[config.mk]
export PLATFORM = sky130hd
export DESIGN_NAME = alu_arbiter
export DESIGN_NICKNAME = d
export VERILOG_FILES = /design/src/rtl/alu_arbiter.sv
export SDC_FILE = /design/constraint.sdc
export NUM_CORES = 1
export LEC_CHECK = 0
export ABC_AREA = 1
export ABC_CLOCK_PERIOD_IN_PS = 1800
export CORE_ASPECT_RATIO = 1.1
export CORE_MARGIN = 3
export CORE_UTILIZATION = 46
export DETAILED_ROUTE_END_ITERATION = 16
export PLACE_DENSITY = 0.86
export SETUP_SLACK_MARGIN = 0.1
export SLEW_MARGIN = 20
export SYNTH_ARGS = -nofsm -noshare
export SYNTH_HDL_FRONTEND = slang
export SYNTH_SLANG_ARGS = --single-unit
[constraint.sdc]
create_clock -name clk -period 1.8 [get_ports clk]
set_clock_uncertainty 0.05 [all_clocks]
set_input_delay 0.27 -clock clk [delete_from_list [all_inputs] [get_ports clk]]
set_output_delay 0.27 -clock clk [all_outputs]
set_load 0.1 [all_outputs]
[src/rtl/alu_arbiter.sv]
// Two requesters share one 4-bit ALU through an IDLE/EXEC/RESP sequencer with a held response port.
// Define ALU_ARB_FIXED_PRIO_EN for fixed priority (requester 0 wins); default build is round-robin.
module alu_arbiter #(
  parameter int CNT_W = 8
) (
  input  logic             clk,
  input  logic             rst_n,
  input  logic             req0_valid,
  input  logic             req1_valid,
  output logic             req0_ready,
  output logic             req1_ready,
  input  logic [3:0]       req0_a,
  input  logic [3:0]       req0_b,
  input  logic [3:0]       req1_a,
  input  logic [3:0]       req1_b,
  input  logic [2:0]       req0_op,
  input  logic [2:0]       req1_op,
  output logic             rsp_valid,
  input  logic             rsp_ready,
  output logic             rsp_id,
  output logic [3:0]       rsp_result,
  output logic             rsp_zero,
  output logic             rsp_carry,
  output logic [CNT_W-1:0] ops_done
);
  typedef enum logic [1:0] {IDLE, EXEC, RESP} state_t;

  typedef struct packed {
    logic       id;
    logic [2:0] op;
    logic [3:0] a;
    logic [3:0] b;
  } req_t;

  state_t     state, state_nxt;
  req_t       cap, sel;
  logic       grant, hs;
  logic [3:0] alu_res;
  logic       alu_c;

  // grant is the index that would win this cycle; it only matters in IDLE
`ifdef ALU_ARB_FIXED_PRIO_EN
  assign grant = ~req0_valid;
`else
  logic last_grant;
  assign grant = (req0_valid && req1_valid) ? ~last_grant : ~req0_valid;
`endif

  assign sel = grant ? '{id: 1'b1, op: req1_op, a: req1_a, b: req1_b}
                     : '{id: 1'b0, op: req0_op, a: req0_a, b: req0_b};
  assign hs  = req0_ready | req1_ready;

  always_ff @(posedge clk or negedge rst_n) begin
    if (!rst_n) state <= IDLE;
    else        state <= state_nxt;
  end

  always_comb begin
    state_nxt  = state;
    req0_ready = 1'b0;
    req1_ready = 1'b0;
    case (state)
      IDLE: begin
        req0_ready = req0_valid && !grant;
        req1_ready = req1_valid && grant;
        if (req0_ready || req1_ready) state_nxt = EXEC;
      end
      EXEC:    state_nxt = RESP;
      RESP:    if (rsp_ready) state_nxt = IDLE;
      default: state_nxt = IDLE;
    endcase
  end

  // ALU operates only on the captured operands, never on live inputs
  always_comb begin
    alu_res = '0;
    alu_c   = 1'b0;
    case (cap.op)
      3'd0: alu_res = cap.a & cap.b;
      3'd1: alu_res = cap.a | cap.b;
      3'd2: alu_res = cap.a ^ cap.b;
      3'd3: alu_res = ~cap.a;
      3'd4: {alu_c, alu_res} = {1'b0, cap.a} + {1'b0, cap.b};
      3'd5: begin
        alu_res = cap.a - cap.b;
        alu_c   = (cap.a < cap.b);
      end
      3'd6: {alu_c, alu_res} = {cap.a, 1'b0};
      3'd7: {alu_res, alu_c} = {1'b0, cap.a};
      default: ;
    endcase
  end

  always_ff @(posedge clk or negedge rst_n) begin
    if (!rst_n) begin
      cap        <= '0;
      rsp_valid  <= 1'b0;
      rsp_id     <= 1'b0;
      rsp_result <= '0;
      rsp_zero   <= 1'b0;
      rsp_carry  <= 1'b0;
      ops_done   <= '0;
`ifndef ALU_ARB_FIXED_PRIO_EN
      last_grant <= 1'b1;
`endif
    end else begin
      if (state == IDLE && hs) begin
        cap <= sel;
`ifndef ALU_ARB_FIXED_PRIO_EN
        last_grant <= grant;
`endif
      end
      if (state == EXEC) begin
        rsp_result <= alu_res;
        rsp_zero   <= (alu_res == 4'd0);
        rsp_carry  <= alu_c;
        rsp_id     <= cap.id;
        rsp_valid  <= 1'b1;
      end
      if (state == RESP && rsp_ready) begin
        rsp_valid <= 1'b0;
        ops_done  <= ops_done + CNT_W'(1);
      end
    end
  end
endmodule
# == Yosys cells after proc, flatten, opt, wreduce, memory -nomap -nowiden ==
# Cells that the tools add are included.
# word_totals
ramBits,0
reg_bits,31
in_bits,27
mem_bits_ro,0
mem_count,0
latch_bits,0
# classes
n_lt_le_gt_ge,1
bitwise,7
eq_ne,11
mux,11
addsub,3
reduce_logical,12
shift,0
div,0
multipliers,0
# op_table
operator,count
case mux 4 bit (8 select lines),1
"equality test 3 bit, second input constant",4
2-to-1 mux 12 bit,1
"adder 8 x 1 -> 8 bit, second input constant",1
"equality test 3 x 2 -> 1 bit, second input constant",2
case mux 2 bit (3 select lines),1
adder 4 x 4 -> 5 bit,1
logical AND 1 bit,5
2-to-1 mux 1 bit,5
bitwise AND 4 bit,1
logical NOT 4 bit,1
less-than comparator 4 bit,1
2-to-1 mux 2 bit,2
"!= test 2 bit, second input constant",2
NOT 4 bit,1
bitwise OR 4 bit,1
case mux 1 bit (4 select lines),1
subtractor 4 bit,1
XOR 4 bit,1
"equality test 3 x 1 -> 1 bit, second input constant",1
logical NOT 3 bit,1
"equality test 2 x 1 -> 1 bit, second input constant",1
"equality test 2 bit, second input constant",1
logical NOT 2 bit,1
6 further kinds,7

# == Longest topological paths before layout ==
# Gate-level depths: netlist of run 1.
# depth
word_depth,7
mapped_depth,13
depth_no_buf,13

# == Worst setup path after synthesis of run 1 ==
# Ideal clock, no wire load.
# synth_timing
kind,register to register
from,reg ops_done[0]
to,reg ops_done[6]
path_stages_with_launch,6
required_ns,1.588
arrival_time_ns,1.764
path_slack_ns,-0.176
synth_period_minus_slack_ns,1.976
cell_sequence,dfrtp_1 > ha_1 > nand4_1 > nand3b_1 > nor2_1 > xor2_1
# synth_between
elab_chain_len,1
# synth_lines
element,line_no,text
start: declaration,24,output logic [CNT_W-1:0] ops_done
start signal: assignment,122,ops_done <= ops_done + CNT_W'(1);
adder 8 x 1 -> 8 bit,122,
# Every way passes these cells.
# A chain may end at the register's enable or synchronous reset.

# == Worst setup path after layout of run 1 ==
# layout_timing
from,reg cap[4] (netlist bit)
to,reg rsp_zero
# layout_between
elab_chain_len,3
word_cells_on_any_way,8
# layout_lines
element,line_no,text
start: declaration,36,"req_t cap, sel;"
start signal: assignment,108,cap <= sel;
"subtractor 4 bit, or another cell as far along",85,alu_res = cap.a - cap.b;
case mux 4 bit (8 select lines) (*),78,case (cap.op)
logical NOT 4 bit (*),115,rsp_zero <= (alu_res == 4'd0);
end signal: assignment,115,
end: declaration,22,"output logic rsp_zero,"
# Every way passes the cells marked *; elsewhere a longest branch is shown, timed or not.

==> results of run 1 <==
## metrics by stage
stage | setup WS (ns) | std cells | hold WS (ns) | setup TNS [ns]
finish | -0.102 | 394 | 0.229 | -0.298
floorplan | -0.0652 | 266 | -0.0756 | -0.594
global placement | 0.0517 | 371 | 0.459 | 0
global route | -0.214 | 394 | 0.239 | -0.693
detailed placement | -0.0559 | 371 | 0.475 | -0.0798
CTS | -0.00468 | 385 | 0.229 | -0.00468
## state kept, by name (all words and copies together), names as in the netlist
signal      flops
rsp_valid       1
cap            12
state           2
rsp_carry       1
ops_done        8
rsp_result      4
rsp_zero        1
last_grant      1
rsp_id          1
## final cells by class
| type | instances | share of cell area, % |
|---|---|---|
| clock buffers | 7 | 2.72 |
| clock inverters | 1 | 0.158 |
| inverters | 34 | 4.10 |
| multi-input cells | 194 | 37.8 |
| flip-flops and latches | 31 | 24.6 |
| well taps | 52 | 2.05 |
| repair buffers | 75 | 28.6 |
## cells by family after synthesis
family / after synthesis / share of synthesized area (%)
and+or+nand+nor: 142 / 30.7
buffers and inverters: 41 / 8.86
DFF: 31 / 38.5
AOI/OAI and AO/OA: 30 / 8.80
adders and majority gates: 15 / 10.0
xor gates and xnor gates: 6 / 2.60
muxes: 1 / 0.558
## synthesized netlist by cell type, drive strengths merged
cell / instances / share of area, %
nand2: 68 / 13
nor2: 43 / 8.5
inv: 34 / 6.3
dfrtp: 30 / 37
nand3: 17 / 4.7
ha: 13 / 8.1
o21ai: 12 / 3.0
a31oi: 11 / 3.4
nand4: 9 / 2.8
buf: 6 / 2.4
a21oi: 5 / 1.8
xnor2: 5 / 2.2
nand3b: 3 / 1.1
fa: 2 / 2.0
o22ai: 2 / 0.62
clkbuf: 1 / 0.19
dfstp: 1 / 1.3
mux2: 1 / 0.56
nor3b: 1 / 0.62
or2: 1 / 0.31
xor2: 1 / 0.43
## how the worst min path moves through the flow
stage / cells past startpoint / endpoint / slack [ns]
floorplan: 0 / cap[0] / -0.08
global placement: 2 / last_grant / 0.46
detailed placement: 2 / last_grant / 0.48
CTS: 1 / cap[11] / 0.23
global route: 1 / rsp_id / 0.24
finish: 1 / rsp_id / 0.23
## worst reg2reg max path, delay by kind of cell (launching register included)
family / cells / cell delay [ns]
buffers and inverters: 2 / 0.11
adder cells (fa/ha/maj): 2 / 0.58
AND/OR/NAND/NOR: 8 / 0.70
flip-flops: 1 / 0.39
## power by group through the flow
stage          clock (mW)  combinational (mW)  sequential [mW]
4_1_cts             0.570                4.23             1.36
3_5_place_dp            0                4.06             1.38
3_3_place_gp            0                3.99             1.35
6_report            0.592                5.11             1.41
5_1_grt             0.618                5.39             1.44
2_1_floorplan           0                1.89             2.14
## repair_timing
action | 4_1_cts | 5_1_grt
pin swaps | 3 | 15
gates resized for setup | 9 | 35
buffers inserted | 6 | 8
setup endpoints to repair | 7 | 17
cloned | 0 | 2
## layer usage
metal	vias up	track usage (%)	wire length [um]
met3	36	3.83	546
met2	166	39.3	3710
met1	1068	25.0	2730
met5	-	0	0
li1	1003	-	-
met4	0	14.1	339
==> metrics, run 1 <==
Pint 3.30 mW; Setup CP Type flip-flop to flip-flop; Placed Area 2790 um2; status finished with violations; crit path launch cap[4]; Final #Nets 383; worst skew pair latency 0.30 ns; Initial Utilization 49.4%; drc violations 0; die span in x 69.2 um; 1st-iter DRT viols 259; global placement routability congestion 0.945; die height 75.5 um; crit share post-route 106%; Design Area, Final 3180 um2; final setup vio count 5; GRT Total Usage 22.0%; layout cell share with drive strength beyond 1 31.3%; DR WL/cell 18.6 um; Cell Chain, Critical Path ha_2, inv_2, fa_2, inv_2, nand2_2, nand2_2, nor2_2, nor2_1, nand3_1, nor2_1, nand3_1, nand2_1; Sw Ratio 53.5%; post-route minimum period 1.90 ns; post-synthesis cell count 266; Final Hold Viols 0; H-tree levels 2; relative slew slack 69.8%; Sink Count 31; Net Sw Power 3.80 mW; hold-fix buffers at CTS 0; critical path's top delay family simple AND/OR/NAND/NOR gates; # fillers 246; CP bufs+invs 2; post-synthesis sequential area ratio 38.5%; Worst Setup EP rsp_zero; initial antenna violation count 0; vias in the first global route 2075; Root Driver clkbuf_8; sequential share of power 19.8%; via/cell ratio 5.77; Worst R2R End rsp_zero; first-pass GRT wire length 9.17 mm; peak fanout along the critical path 3; max_cap viols 0; core area 4080 um2; Finished Core Util 77.8%; IO Pins 45; Layout area overhead 57.3%; reg2reg start cap[4]; Syn Nets 308; n_diodes 0; DP Wirelength 4.11 mm; Clock transition at path regs 0.08 ns; commonest cells after routing, fill and taps aside nand2_1, nor2_1, dfrtp_1, clkdlybuf4s50_1, buf_4; Slew @ Worst Pin 0.451 ns; Post-Route WL 7.33 mm; gr ovfl total 0; Final WS setup -0.102 ns; Crit. End Element flip-flop; Peak VDD IR 1.29 mV; CTS tree built; slowest CP cell dfrtp_1; leakage power 1.52 nW; area of the multi-input gates 1200 um2; Arr. time, crit path 2.09 ns; FF+latch count, synth 31; mapped cell area 2020 um2; Syn Area/Cell 7.59 um2; Worst Path Required 1.98 ns; Pre-antenna DRT Iters 5; Comb pwr share 71.9%; overall power 7.11 mW; most common cell after layout, fill and taps aside nand2_1; die area 5220 um2; unrepaired setup endpoints after global routing true; input/output buffers 44; Final ANT Viol Nets 0; Synth cell types 29; cell count of the worst reg-to-reg path 12; FF/Latch Area 782 um2; flop2flop setup slack -0.10 ns; critical path launch point type flip-flop; Levels on crit path 12; Clock Path Buffers 2; Clk pwr share 8.3%; largest net degree at the start of global routing 24; failing checks setup timing; Peak Freq 0.526 GHz; Slew Viols, Final 0; Warnings, synthesis 0; row cnt 24; CP max stage delay 0.39 ns; Power Dens Cells 2240 nW/um2; Hold Path Class primary input to asynchronous set/reset pin; clock buffer count from CTS 5; Via Count 2273
No activity file was read; power rests on OpenSTA's default activity.
==> inputs of run 2 (changes only) <==
--- a/config.mk
+++ b/config.mk
@@ -8,9 +8,9 @@
 export ABC_AREA = 1
 export ABC_CLOCK_PERIOD_IN_PS = 1800
 export CORE_ASPECT_RATIO = 1.1
-export CORE_MARGIN = 3
 export CORE_UTILIZATION = 46
 export DETAILED_ROUTE_END_ITERATION = 16
+export GPL_ROUTABILITY_DRIVEN = 0
 export PLACE_DENSITY = 0.86
 export SETUP_SLACK_MARGIN = 0.1
 export SLEW_MARGIN = 20
==> metrics, run 2 (synthesized netlist as in run 1, its figures left out) <==
status finished with violations; failing checks setup timing; Comb pwr share 68.3%; Peak Freq 0.540 GHz; input/output buffers 44; worst skew pair latency 0.28 ns; Root Driver clkbuf_8; gr ovfl total 0; via/cell ratio 5.44; slowest CP cell dfrtp_1; Clock transition at path regs 0.07 ns; CP max stage delay 0.41 ns; Initial Utilization 49.4%; 1st-iter DRT viols 135; die span in x 65.2 um; crit share post-route 103%; Sink Count 31; clock buffer count from CTS 5; Peak VDD IR 1.47 mV; Final ANT Viol Nets 0; Reg with most FFs cap; DP Wirelength 4.01 mm; Slew @ Worst Pin 0.439 ns; Arr. time, crit path 2.03 ns; peak fanout along the critical path 3; relative slew slack 70.7%; setup tns final -0.0961 ns; critical path's top delay family simple AND/OR/NAND/NOR gates; unrepaired setup endpoints after global routing true; Cell Chain, Critical Path inv_2, ha_2, inv_1, fa_2, inv_1, nand2_1, nand2_1, nor2_1, nor2_1, nand3_1, nor2_1, nand3_1, nand2_1; n_diodes 0; # fillers 281; layout cell share with drive strength beyond 1 25.7%; critical path launch point type flip-flop; GRT Total Usage 27.3%; Clock Path Buffers 2; commonest cells after routing, fill and taps aside nand2_1, nor2_1, clkdlybuf4s50_1; Layout area overhead 47.7%; Net Sw Power 3.43 mW; hold-fix buffers at CTS 0; largest net degree at the start of global routing 32; final setup vio count 3; first-pass GRT wire length 9.69 mm; Pint 3.03 mW; initial antenna violation count 0; Crit. End Element flip-flop; Final #Nets 372; Final WS setup -0.0526 ns; overall power 6.46 mW; die area 4660 um2; H-tree levels 2; Final Hold Viols 0; Hold Path Class primary input to asynchronous set/reset pin; flop2flop setup slack -0.05 ns; leakage power 1.44 nW; row cnt 24; IO Pins 45; Clk pwr share 9.5%; CP bufs+invs 3; Slew Viols, Final 0; Post-Route WL 5.86 mm; largest registers cap (12), ops_done (8), rsp_result (4); DR WL/cell 15.3 um; CTS tree built; max FFs per register 12; sequential share of power 22.3%; core area 4080 um2; Worst Path Required 1.98 ns; Power Dens Cells 2170 nW/um2; drc violations 0; Setup CP Type flip-flop to flip-flop; Via Count 2083; post-route minimum period 1.85 ns; max_cap viols 0; die height 71.5 um; Sw Ratio 53.1%; most common cell after layout, fill and taps aside nand2_1; vias in the first global route 2155; Pre-antenna DRT Iters 6
-- run 2: path summary, 6_finish.rpt --
check,from,endpoint,cells after the start
min in group clk,ops_done[0],ops_done[0],1
worst max-delay path,cap[4],rsp_zero,13
max in group asynchronous,rst_n,last_grant,2
worst max register to register,cap[4],rsp_zero,13
worst min-delay path,rst_n,cap[5],2
worst min register to register,ops_done[0],ops_done[0],1
-- run 2: cell type report --
type	instances	area (um2)	share of cell area [%]
multi-input combinational	194	1130	37.8
sequential	31	785	26.3
timing repair buffer	64	773	25.9
inverter	34	130	4.36
clock buffer	7	96.3	3.23
tap	52	65.1	2.18
clock inverter	1	7.51	0.252
-- run 2: routing by layer --
metal	track usage (%)	vias to the layer above	part of all wire, %
li1	-	986	-
met4	12.6	0	4.3
met3	5.41	29	4.9
met5	0	-	0
met1	31.3	975	38
met2	48.3	93	53
-- run 2: power by group through the flow --
stage / sequential (mW) / clock [mW] / combinational (mW)
finish: 1.44 / 0.612 / 4.41
global route: 1.48 / 0.643 / 4.71
CTS: 1.42 / 0.609 / 4.17
detailed placement: 1.43 / 0 / 3.97
global placement: 1.40 / 0 / 3.81
floorplan: 2.14 / 0 / 1.89
-- run 2: repair_timing --
action,in CTS,in global routing
buffers inserted,6,1
endpoints found under the setup margin,7,16
pin swaps,4,4
endpoints found under the hold margin,0,0
resized for setup,11,14
-- run 2: stage by stage --
stage | instance area, um2 | util, % | hold WS, ns | setup WS (ns) | cells
3_3_place_gp | 2760 | 67.6 | 0.457 | 0.0293 | 368
6_report | 2980 | 73.0 | 0.338 | -0.0526 | 383
2_1_floorplan | 2030 | - | -0.0756 | -0.0652 | 266
5_1_grt | 2980 | 73.0 | 0.372 | -0.196 | 383
4_1_cts | 2930 | 71.8 | 0.354 | -0.0331 | 382
3_5_place_dp | 2760 | 67.6 | 0.477 | -0.0694 | 368
